`src/rtl/key_arb_pkg.sv`:
```
// -----------------------------------------------------------------------------
// key_arb_pkg
// Shared definitions for the key event arbiter:
//   DEF_NUM_KEYS / DEF_IDX_W : default key count and key-index width
//   state_t                  : arbiter FSM states (IDLE, OFFER)
//   key_evt_t                : one note event {key index, press flag}
//   wrap_inc()               : index + 1 with wrap at n-1 (works for any n)
// -----------------------------------------------------------------------------
package key_arb_pkg;

    localparam int DEF_NUM_KEYS = 8;
    localparam int DEF_IDX_W    = 3;

    typedef enum logic {
        IDLE  = 1'b0,
        OFFER = 1'b1
    } state_t;

    typedef struct packed {
        logic [DEF_IDX_W-1:0] key;
        logic                 press;
    } key_evt_t;

    // Explicit compare instead of a power-of-2 modulo so odd key counts wrap
    // correctly.
    function automatic int wrap_inc(input int idx, input int n);
        return (idx == n - 1) ? 0 : idx + 1;
    endfunction

endpackage

```
`src/rtl/key_event_arbiter_rr_pick.sv`:
```
// -----------------------------------------------------------------------------
// rr_pick
// Combinational round-robin picker. Scans the request vector starting at
// i_rr_ptr, wrapping from NUM_KEYS-1 back to 0, and returns the first set bit.
// The loop walks the rotated order directly, which is the rotate / find-first /
// unrotate operation folded into one pass.
// Ports:
//   i_req      in  NUM_KEYS  request vector
//   i_rr_ptr   in  IDX_W     index with highest priority this cycle
//   o_any_req  out 1         at least one request is set
//   o_winner   out IDX_W     granted index (0 when no request)
// -----------------------------------------------------------------------------
module rr_pick
    import key_arb_pkg::*;
#(
    parameter int NUM_KEYS = DEF_NUM_KEYS,
    parameter int IDX_W    = DEF_IDX_W
) (
    input  logic [NUM_KEYS-1:0] i_req,
    input  logic [IDX_W-1:0]    i_rr_ptr,
    output logic                o_any_req,
    output logic [IDX_W-1:0]    o_winner
);

    int               w_idx;
    logic [IDX_W-1:0] w_idx_v;
    logic             w_found;

    always_comb begin
        o_any_req = |i_req;
        o_winner  = '0;
        w_found   = 1'b0;
        w_idx     = 0;
        w_idx_v   = '0;
        for (int j = 0; j < NUM_KEYS; j++) begin
            w_idx = j + int'(i_rr_ptr);
            if (w_idx >= NUM_KEYS) begin
                w_idx = w_idx - NUM_KEYS;
            end
            w_idx_v = IDX_W'(w_idx);
            if (!w_found && i_req[w_idx_v]) begin
                w_found  = 1'b1;
                o_winner = w_idx_v;
            end
        end
    end

endmodule

```
`src/rtl/key_event_arbiter.sv`:
```
// -----------------------------------------------------------------------------
// key_event_arbiter
// Collects per-key press/release pulses, keeps at most one pending press and
// one pending release per key, and offers them one at a time on a single
// valid/ready note-event channel in round-robin key order.
//
// Handshake: evt_valid rises with evt_key/evt_press already stable; all three
// hold unchanged until the cycle where evt_valid && evt_ready, which is the
// transfer. evt_valid then drops for exactly one cycle before the next offer.
//
// Optional feature (macro KEY_HOLD_TRACK_EN):
//   defined   : held_keys tracks accepted presses/releases; a release for a
//               key that is not held is silently consumed without an offer.
//   undefined : held_keys = 0 and every pending edge is offered.
//
// Ports:
//   clk, rst_n      clock, asynchronous active-low reset
//   key_press       NUM_KEYS 1-cycle press pulses
//   key_release     NUM_KEYS 1-cycle release pulses
//   evt_valid       event offered
//   evt_ready       consumer accepts
//   evt_key         key index of offered event
//   evt_press       1 = press, 0 = release
//   overflow        1-cycle pulse when an edge merged into a pending edge
//   held_keys       key-down map (0 unless KEY_HOLD_TRACK_EN)
//   dbg_state       FSM state
//   dbg_rr_ptr      round-robin pointer
// -----------------------------------------------------------------------------
module key_event_arbiter
    import key_arb_pkg::*;
#(
    parameter int NUM_KEYS = DEF_NUM_KEYS,
    parameter int IDX_W    = DEF_IDX_W
) (
    input  logic                clk,
    input  logic                rst_n,
    input  logic [NUM_KEYS-1:0] key_press,
    input  logic [NUM_KEYS-1:0] key_release,
    output logic                evt_valid,
    input  logic                evt_ready,
    output logic [IDX_W-1:0]    evt_key,
    output logic                evt_press,
    output logic                overflow,
    output logic [NUM_KEYS-1:0] held_keys,
    output state_t              dbg_state,
    output logic [IDX_W-1:0]    dbg_rr_ptr
);

    state_t              r_state;
    state_t              w_next_state;
    logic [NUM_KEYS-1:0] r_pend_p;
    logic [NUM_KEYS-1:0] r_pend_r;
    logic [IDX_W-1:0]    r_rr_ptr;
    logic [IDX_W-1:0]    r_evt_key;
    logic                r_evt_press;
    logic                r_overflow;

    logic [NUM_KEYS-1:0] w_req;
    logic                w_any_req;
    logic [IDX_W-1:0]    w_winner;
    logic                w_win_press;
    logic                w_accept;
    logic                w_drop;
    logic                w_load;
    logic [NUM_KEYS-1:0] w_clr_p;
    logic [NUM_KEYS-1:0] w_clr_r;
    logic [NUM_KEYS-1:0] w_merge;
    logic [IDX_W-1:0]    w_ptr_next;

    assign w_req = r_pend_p | r_pend_r;

    rr_pick #(
        .NUM_KEYS (NUM_KEYS),
        .IDX_W    (IDX_W)
    ) u_rr_pick (
        .i_req     (w_req),
        .i_rr_ptr  (r_rr_ptr),
        .o_any_req (w_any_req),
        .o_winner  (w_winner)
    );

    // Press wins over release within the same key.
    assign w_win_press = r_pend_p[w_winner];
    assign w_accept    = (r_state == OFFER) && evt_ready;

`ifdef KEY_HOLD_TRACK_EN
    logic [NUM_KEYS-1:0] r_held;

    always_ff @(posedge clk or negedge rst_n) begin
        if (!rst_n) begin
            r_held <= '0;
        end else if (w_accept) begin
            r_held[r_evt_key] <= r_evt_press;
        end
    end

    // A release for a key that is not down is consumed straight from IDLE.
    assign w_drop    = (r_state == IDLE) && w_any_req && !w_win_press && !r_held[w_winner];
    assign held_keys = r_held;
`else
    assign w_drop    = 1'b0;
    assign held_keys = '0;
`endif

    // FSM next-state
    always_comb begin
        w_next_state = r_state;
        w_load       = 1'b0;
        case (r_state)
            IDLE: begin
                if (w_any_req && !w_drop) begin
                    w_load       = 1'b1;
                    w_next_state = OFFER;
                end
            end
            OFFER: begin
                if (evt_ready) begin
                    w_next_state = IDLE;
                end
            end
            default: w_next_state = IDLE;
        endcase
    end

    // Pending-bit clears and pointer advance for the served (or dropped) edge.
    always_comb begin
        w_clr_p    = '0;
        w_clr_r    = '0;
        w_ptr_next = r_rr_ptr;
        if (w_accept) begin
            if (r_evt_press) begin
                w_clr_p[r_evt_key] = 1'b1;
            end else begin
                w_clr_r[r_evt_key] = 1'b1;
            end
            // Stay on this key when its release is still waiting so the
            // release follows the press directly.
            if (r_evt_press && r_pend_r[r_evt_key]) begin
                w_ptr_next = r_evt_key;
            end else begin
                w_ptr_next = IDX_W'(wrap_inc(int'(r_evt_key), NUM_KEYS));
            end
        end else if (w_drop) begin
            w_clr_r[w_winner] = 1'b1;
            w_ptr_next        = IDX_W'(wrap_inc(int'(w_winner), NUM_KEYS));
        end
    end

    // An edge landing on the cycle its bit is cleared re-arms the bit and is
    // not a merge.
    assign w_merge = (key_press & r_pend_p & ~w_clr_p) | (key_release & r_pend_r & ~w_clr_r);

    always_ff @(posedge clk or negedge rst_n) begin
        if (!rst_n) begin
            r_state     <= IDLE;
            r_pend_p    <= '0;
            r_pend_r    <= '0;
            r_rr_ptr    <= '0;
            r_evt_key   <= '0;
            r_evt_press <= 1'b0;
            r_overflow  <= 1'b0;
        end else begin
            r_state    <= w_next_state;
            r_pend_p   <= (r_pend_p & ~w_clr_p) | key_press;
            r_pend_r   <= (r_pend_r & ~w_clr_r) | key_release;
            r_rr_ptr   <= w_ptr_next;
            r_overflow <= |w_merge;
            if (w_load) begin
                r_evt_key   <= w_winner;
                r_evt_press <= w_win_press;
            end
        end
    end

    assign evt_valid  = (r_state == OFFER);
    assign evt_key    = r_evt_key;
    assign evt_press  = r_evt_press;
    assign overflow   = r_overflow;
    assign dbg_state  = r_state;
    assign dbg_rr_ptr = r_rr_ptr;

endmodule
```
`config.mk`:
```
export PLATFORM = sky130hd
export DESIGN_NAME = key_event_arbiter
export DESIGN_NICKNAME = d
export VERILOG_FILES = /design/src/rtl/key_arb_pkg.sv /design/src/rtl/key_event_arbiter_rr_pick.sv /design/src/rtl/key_event_arbiter.sv
export SDC_FILE = /design/constraint.sdc
export NUM_CORES = 1
export LEC_CHECK = 0
export BUFFER_PORTS_ARGS = -buffer_cell sky130_fd_sc_hd__buf_2
export CORE_MARGIN = 3
export CORE_UTILIZATION = 63
export CTS_CLUSTER_DIAMETER = 80
export DETAILED_ROUTE_END_ITERATION = 8
export PLACE_DENSITY = 0.87
export SYNTH_ARGS = -nofsm -noshare
export SYNTH_HDL_FRONTEND = slang
export SYNTH_SLANG_ARGS = --single-unit
```
`constraint.sdc`:
```
create_clock -name clk -period 8.3 [get_ports clk]
set_input_delay 0.83 -clock clk [delete_from_list [all_inputs] [get_ports clk]]
set_output_delay 0.83 -clock clk [all_outputs]
set_load 0.02 [all_outputs]
```
==> reports/qor.yml, run 1 <==
status: "completed"
ys_top_cells_by_count: "dfrtp_1, nand2_1, o21ai_0"
setup-tns-final_ps: 0
antenna_cells: 0
postRouteAntennaNets: 0
tightest_slew_ps: 1050
cts_made_buffers: 3
start_util_pct: 67.1
clock_path_buffers: 2
dp_hpwl_mm: 5.08
clock_sinks: 25
clockPowerShare_pct: 10.0
via_per_inst: 7.03
hold_buffers: 0
drive_gt1_share_pct: 23.0
async_flop_share_pct: 100
hp-class: "in -> async"
drv_cap: 0
dieWidth_um: 69.4
power_density_nw_per_um2: 269
syn_inst: 267
clock_skew_ps: 2.93
grt_max_degree: 32
place.gp.congestion: 0.993
syn-cell-area_um2: 2530
htreeDepth: 1
nets: 311
clock-root-buffer: "clkbuf_8"
yosysMostFrequentCell: "dfrtp_1"
clock_latency_ps: 270
grtUsageTotal_pct: 28.0
seq_power_share_pct: 31.5
fillers: 290
vias: 2355
combPwrFrac_pct: 58.5
ys_types: 67
finalCritPeriodShare_pct: 52.1
port_buffers: 28
stdcell_area_um2: 2670
synth_top_cell_by_area: "dfrtp_1"
max_slew_margin_pct: 29.7
fmax_ghz: 0.231
antenna_found_initial: 0
cts_resized: 0
rows: 22
hold_viol: 0
die_h_um: 69.4
drc: 0
vdd_drop_max_v: 0.000204
synthFlopType: "dfrtp_1"
synth_top_area_share_pct: 24.7
crit_type: "reg -> reg"
overflow: 0
area_delta_synth_final_pct: 5.59
path_clk_slew_ps: 80
seq_area_frac_synth_pct: 24.7
setup_viol: 0
wl_mm: 6.49
firstDrtPassIters: 5
placed_area_um2: 2630
rsz0062_at_grt: "false"
power.switching_uw: 357
ys_seq_elements: 25
synth_edf_count: 0
synth_warnings: 0
fin_crit_ps: 4320
grt_pass1_vias: 2169
cts_tree: "done"
critPathCaptureType: "register"
postCtsSetupBuffers: 0
core_area_um2: 3770
cellLeakagePower_nw: 0.931
grt_pass1_wl_mm: 10.9
arrival_ps: 4470
syn_avg_cell_area_um2: 9.48
slew_viol_final: 0
swShare_pct: 49.6
synthTopCellsByArea: "dfrtp_1, mux4_2, o211ai_1"
cp.required_ps: 8440
crit_path_start_kind: "register"
routedWlPerCell_um: 19.4
intPower_uw: 362
dieArea_um2: 4810
pin_count: 37
dr.first_iter.drc_count: 196
cp_max_fo: 31
==> power by group through the flow <==
stage	sequential [mW]	combinational [mW]	clock, mW
after detailed placement	0.226	0.416	0
after CTS	0.224	0.418	0.0722
final	0.227	0.420	0.0719
after global placement	0.224	0.408	0
after floorplan	0.190	0.371	0
after global routing	0.235	0.457	0.0776
==> area by class of cell <==
class / count / area, µm² / share of cell area [%]
Sequential cell: 25 / 626 / 23.4
Inverter: 9 / 33.8 / 1.26
Timing Repair Buffer: 28 / 140 / 5.25
Multi-Input combinational cell: 221 / 1770 / 66.1
Tap cell: 48 / 60.1 / 2.25
Clock buffer: 4 / 45.0 / 1.69
==> worst max-delay path, cell delays in order, from the launching register on <==
cell and delay (ps):
dfrtp_1 1050, inv_2 300, ha_1 540, clkinv_1 290, mux4_2 550, or2_1 290, nor4_4 310, o32ai_4 180
mux2_4 330, a211oi_2 220, o221ai_1 140
==> metal layers <==
layer	vias up	wire length, µm	global-route usage, %
met2	148	3210	45.7
met1	1135	2610	38.5
met3	21	491	2.03
met5	-	0	0
met4	0	177	12.1
li1	1051	-	-
==> cells in the final DEF (no fill, tap or decap), drive strengths merged, types with 2 or more instances in the layout <==
cell type and count:
buf 28, dfrtp 25, nand2 22, o21ai 21, nor2 19, nand2b 15
mux4 15, o211ai 14, or2 14, a21oi 12, mux2i 11, conb 8
inv 7, nor3 7, mux2 6, o2111ai 4, nand3 4, ha 4
a211oi 4, clkbuf 4, nor4 4, o31ai 3, nand4 3, clkinv 2
o21a 2, nor2b 2, nor4b 2, and2 2, a21o 2, or4 2
xnor2 2, o32ai 2
==> registers in the layout, summed over array words and instances, names as in the netlist <==
register,flops
evt_press,1
dbg_rr_ptr,3
r_pend_r,8
dbg_state,1
overflow,1
r_pend_p,8
evt_key,3
==> final timing paths <==
path | slack [ps] | startpoint | end | cells after the start
min | 540 | rst_n | r_pend_p[3] | 1
min in group clk | 620 | dbg_state | dbg_state | 1
max in group asynchronous | 7400 | rst_n | evt_press | 1
max | 3980 | dbg_rr_ptr[0] | evt_press | 10
max reg2reg | 3980 | dbg_rr_ptr[0] | evt_press | 10
min reg2reg | 620 | dbg_state | dbg_state | 1
==> stage by stage <==
stage          hold slack, ps  util [%]  instances  worst slack, ps  power (mW)
2_1_floorplan             534         -        274             4870       0.561
3_5_place_dp              597      69.6        331             4050       0.642
6_report                  537      70.8        335             3980       0.719
5_1_grt                   567      70.8        335             3610       0.770
3_3_place_gp              578      69.6        331             4150       0.632
4_1_cts                   554      70.8        335             4020       0.714
==> logic make-up after synthesis <==
family	share of synthesized area [%]
AND/OR/NAND/NOR	22.1
AO/OA/AOI/OAI	21.3
multiplexers	22.0
buffers and inverters	6.48
flip-flops	24.7
adder cells (fa/ha/maj)	1.98
XOR/XNOR	1.34
other	0.148
(Power assumes the default switching activity.)
==> run 2: changes to the inputs <==
--- a/config.mk
+++ b/config.mk
@@ -7,10 +7,10 @@
 export LEC_CHECK = 0
 export BUFFER_PORTS_ARGS = -buffer_cell sky130_fd_sc_hd__buf_2
 export CORE_MARGIN = 3
-export CORE_UTILIZATION = 63
+export CORE_UTILIZATION = 58
 export CTS_CLUSTER_DIAMETER = 80
 export DETAILED_ROUTE_END_ITERATION = 8
-export PLACE_DENSITY = 0.87
+export PLACE_DENSITY = 0.81
 export SYNTH_ARGS = -nofsm -noshare
 export SYNTH_HDL_FRONTEND = slang
 export SYNTH_SLANG_ARGS = --single-unit
==> constraint.sdc (replaced) <==
create_clock -name clk -period 4.3 [get_ports clk]
set_input_delay 0.43 -clock clk [delete_from_list [all_inputs] [get_ports clk]]
set_output_delay 0.43 -clock clk [all_outputs]
set_load 0.02 [all_outputs]
==> reports/qor.yml, run 2 (synthesis gave the netlist of run 1 again) <==
route.top_layer_used: "met4"
crit_path_start_kind: "register"
crit_family: "multiplexers"
fin_crit_ps: 3560
htreeDepth: 1
rrSetupSlack_ps: 740
antenna_found_initial: 0
finalCritPeriodShare_pct: 82.7
postCtsSetupBuffers: 0
drc: 0
cellLeakagePower_nw: 0.943
core_area_um2: 4120
cts_made_buffers: 3
wl_met3_um: 528
reg_top3: "r_pend_p x8, r_pend_r x8"
place.gp.congestion: 0.941
grt_pass1_wl_mm: 10.6
rsz0062_at_grt: "false"
port_buffers: 28
grtUsageTotal_pct: 25.8
antenna_cells: 0
fmax_ghz: 0.281
stdcell_area_um2: 2690
dp_hpwl_mm: 4.97
cts_resized: 0
status: "completed"
rr_endpoint: "evt_press"
setup_slack_ps: 744
clock_path_buffers: 2
placed_area_um2: 2640
dieArea_um2: 5190
slowest_stage: "mux4_2"
pre_cts_ws_ps: 753
vdd_drop_max_v: 0.000319
setup_viol: 0
slew_viol_final: 0
hold_buffers: 0
setup-tns-final_ps: 0
arrival_ps: 3690
drive_gt1_share_pct: 23.9
via_per_inst: 6.56
overflow: 0
path_clk_slew_ps: 90
drv_cap: 0
hold_slack_ps: 144
cpMostUsedCell: "clkinv_1"
wl_mm: 6.30
power_density_nw_per_um2: 516
cp.required_ps: 4440
clock-root-buffer: "clkbuf_8"
nets: 313
crit_buf_inv: 2
tightest_slew_ps: 673
grt_max_degree: 31
routedWlPerCell_um: 18.6
start_util_pct: 61.5
die_h_um: 72.0
grt_pass1_vias: 2190
final_common_cell: "buf_2"
cp_max_fo: 8
dieWidth_um: 72.0
cts_tree: "done"
hp-class: "in -> async"
clock_skew_ps: 6.96
reg2regPathDepth: 10
postRouteAntennaNets: 0
crit_type: "reg -> reg"
area_delta_synth_final_pct: 6.33
postLayoutCoreUtil_pct: 65.4
clock_sinks: 25
clock_latency_ps: 270
hold_viol: 0
crit_chain: "clkinv_1 > ha_1 > clkinv_1 > mux4_2 > or2_1 > nor4_4 > o32ai_4 > mux2_4 > a211oi_2 > o221ai_1"
rows: 23
layout_common_cells: "buf_2, dfrtp_1, nand2_1, o21ai_0, nor2_1"
wl_met2_mm: 3.06
worstReg2RegStart: "dbg_rr_ptr[1]"
firstDrtPassIters: 5
max_slew_margin_pct: 54.8
wl_met1_mm: 2.59
pin_count: 37
critPathCaptureType: "register"
cpPeakStageDelay_ps: 560
dr.first_iter.drc_count: 142
vias: 2225
## run 2: metal layers
layer | up-vias | GRT usage [%]
met2 | 120 | 43.9
li1 | 1050 | -
met1 | 1040 | 34.0
met3 | 15 | 3.60
met5 | - | 0
met4 | 0 | 8.77
## run 2: layout make-up
type	instances	area, µm²
Fill cell	342	1430
Inverter	9	33.8
Sequential cell	25	626
Multi-Input combinational cell	221	1770
Clock buffer	3	41.3
Tap cell	50	62.6
Timing Repair Buffer	30	155
Clock inverter	1	5.00
## run 2: where the power goes
part / leakage (nW) / switching, mW / total, mW / internal, mW
registers: 0.247 / 0.0986 / 0.376 / 0.277
logic: 0.671 / 0.509 / 0.875 / 0.366
clock network: 0.0255 / 0.0724 / 0.137 / 0.0647
## run 2: worst max path at each step
stage	endpoint	start	slack (ps)	cells past startpoint
detailed placement	evt_press	dbg_rr_ptr[1]	750	10
global route	evt_press	dbg_rr_ptr[1]	500	10
floorplan	evt_press	dbg_rr_ptr[1]	870	11
CTS	evt_press	dbg_rr_ptr[1]	740	10
global placement	evt_press	dbg_rr_ptr[1]	890	10
finish	evt_press	dbg_rr_ptr[1]	740	10
## run 2: metrics by stage
stage	total power, mW	std cells
final	1.39	339
after global routing	1.50	339
after CTS	1.39	339
after detailed placement	1.25	335
after global placement	1.23	335
after floorplan	1.08	274
==> run 3: changes to the inputs <==
--- a/config.mk
+++ b/config.mk
@@ -7,10 +7,10 @@
 export LEC_CHECK = 0
 export BUFFER_PORTS_ARGS = -buffer_cell sky130_fd_sc_hd__buf_2
 export CORE_MARGIN = 3
-export CORE_UTILIZATION = 58
+export CORE_UTILIZATION = 53
 export CTS_CLUSTER_DIAMETER = 80
 export DETAILED_ROUTE_END_ITERATION = 8
-export PLACE_DENSITY = 0.81
+export PLACE_DENSITY = 0.78
 export SYNTH_ARGS = -nofsm -noshare
 export SYNTH_HDL_FRONTEND = slang
 export SYNTH_SLANG_ARGS = --single-unit
==> constraint.sdc (replaced) <==
create_clock -name clk -period 3.1 [get_ports clk]
set_input_delay 0.31 -clock clk [delete_from_list [all_inputs] [get_ports clk]]
set_output_delay 0.31 -clock clk [all_outputs]
set_load 0.02 [all_outputs]
==> reports/qor.yml, run 3 (synthesis gave the netlist of run 1 again) <==
status: "completed"
cp.required_ps: 3250
worstReg2RegStart: "r_pend_r[4]"
postRouteAntennaNets: 0
port_buffers: 28
clock_skew_ps: 5.92
crit_path_start_kind: "register"
cellLeakagePower_nw: 1.05
layout_common_cells: "buf_2, nand2_1, o21ai_0, buf_4"
via_per_inst: 6.61
drv_cap: 0
dp_hpwl_mm: 5.52
power.switching_mw: 1.03
final_common_cell: "buf_2"
clock-root-buffer: "clkbuf_8"
pre_cts_ws_ps: 41.3
dp.cells: 355
cts_made_buffers: 3
critPathCaptureType: "register"
nets: 332
clock_path_buffers: 2
drc: 0
hold_viol: 0
intPower_mw: 1.15
vdd_drop_max_v: 0.000465
antenna_found_initial: 0
placed_area_um2: 2810
hp-class: "in -> async"
pin_count: 37
rows: 24
clock_latency_ps: 270
clockPowerShare_pct: 9.1
grt_pass1_wl_mm: 11.2
fin_crit_ps: 3040
core_area_um2: 4470
slew_viol_final: 0
seq_power_share_pct: 23.8
dr.first_iter.drc_count: 277
power_density_nw_per_um2: 751
clock_sinks: 25
rrSetupSlack_ps: 60
setup_viol: 0
grtUsageTotal_pct: 26.6
area_delta_synth_final_pct: 14.9
fillers: 382
dieArea_um2: 5640
start_util_pct: 56.5
antenna_cells: 0
hold_slack_ps: 28.9
rsz0062_at_grt: "false"
postLayoutCoreUtil_pct: 65.0
cts_tree: "done"
tightest_slew_ps: 673
place.gp.congestion: 0.937
fmax_ghz: 0.329
wl_mm: 7.13
crit_start: "r_pend_r[4]"
arrival_ps: 3190
power.total_mw: 2.18
routedWlPerCell_um: 19.8
crit_type: "reg -> reg"
swShare_pct: 47.1
finalCritPeriodShare_pct: 97.9
die_h_um: 75.1
grt_pass1_vias: 2262
cp_max_fo: 6
reg_top3: "r_pend_p x8, r_pend_r x8"
final_cells: 360
vias: 2380
stdcell_area_um2: 2910
overflow: 0
htreeDepth: 1
setup_slack_ps: 64.2
dieWidth_um: 75.1
combPwrFrac_pct: 67.1
setup-tns-final_ps: 0
grt_max_degree: 31
drive_gt1_share_pct: 33.1
max_slew_margin_pct: 54.8
reg2regPathDepth: 9
path_clk_slew_ps: 90
firstDrtPassIters: 5
run 3: cell count changes in the layout (fill, tap and decap cells not counted), sizes merged:
cell	delta
clkbuf	+1
clkinv	-1
buf	+19
run 3: power by group through the flow:
stage          clock network, mW  registers [mW]  logic, mW
4_1_cts                    0.198           0.513       1.42
3_5_place_dp                   0           0.520       1.40
5_1_grt                    0.210           0.532       1.57
2_1_floorplan                  0           0.518       1.02
6_report                   0.198           0.520       1.46
3_3_place_gp                   0           0.517       1.39
run 3: cell type report:
class	instances	area (µm²)	area share (%)
multi-input cells	221	1810	62.1
inverters	9	46.3	1.59
flip-flops and latches	25	634	21.8
clock buffers	4	45.0	1.55
repair buffers	49	310	10.7
well taps	52	65.1	2.24
run 3: worst max-delay path, stage by stage (launching register included):
cell	delay [ps]
dfrtp_1	420
nor2_1	340
a21oi_1	210
mux4_2	560
or2_4	270
nor4_4	300
o32ai_4	140
mux2_4	320
a211oi_2	210
o221ai_1	140
run 3: repair_timing:
| item | 4_1_cts | 5_1_grt |
|---|---|---|
| hold buffers | 0 | 0 |
| resized for setup | 0 | 12 |
| endpoints found under the setup margin | 0 | 1 |
| setup buffers | 0 | 1 |
run 3: routing by layer:
layer  up-vias  wire length [µm]  part of all wire, %  global-route usage (%)
met2       120              3540                   50                    43.5
li1       1086                 -                    -                       -
met4         0               174                  2.4                    11.9
met5         -                 0                    0                       0
met1      1159              2950                   41                    36.1
met3        15               466                  6.5                    2.00
run 3: final timing paths:
| path | endpoint |
|---|---|
| worst max-delay path | evt_press |
| worst min-delay path | r_pend_p[0] |
| worst max register to register | evt_press |
| worst min register to register | r_pend_r[4] |
| max in group asynchronous | r_pend_p[7] |
| min in group clk | r_pend_r[0] |
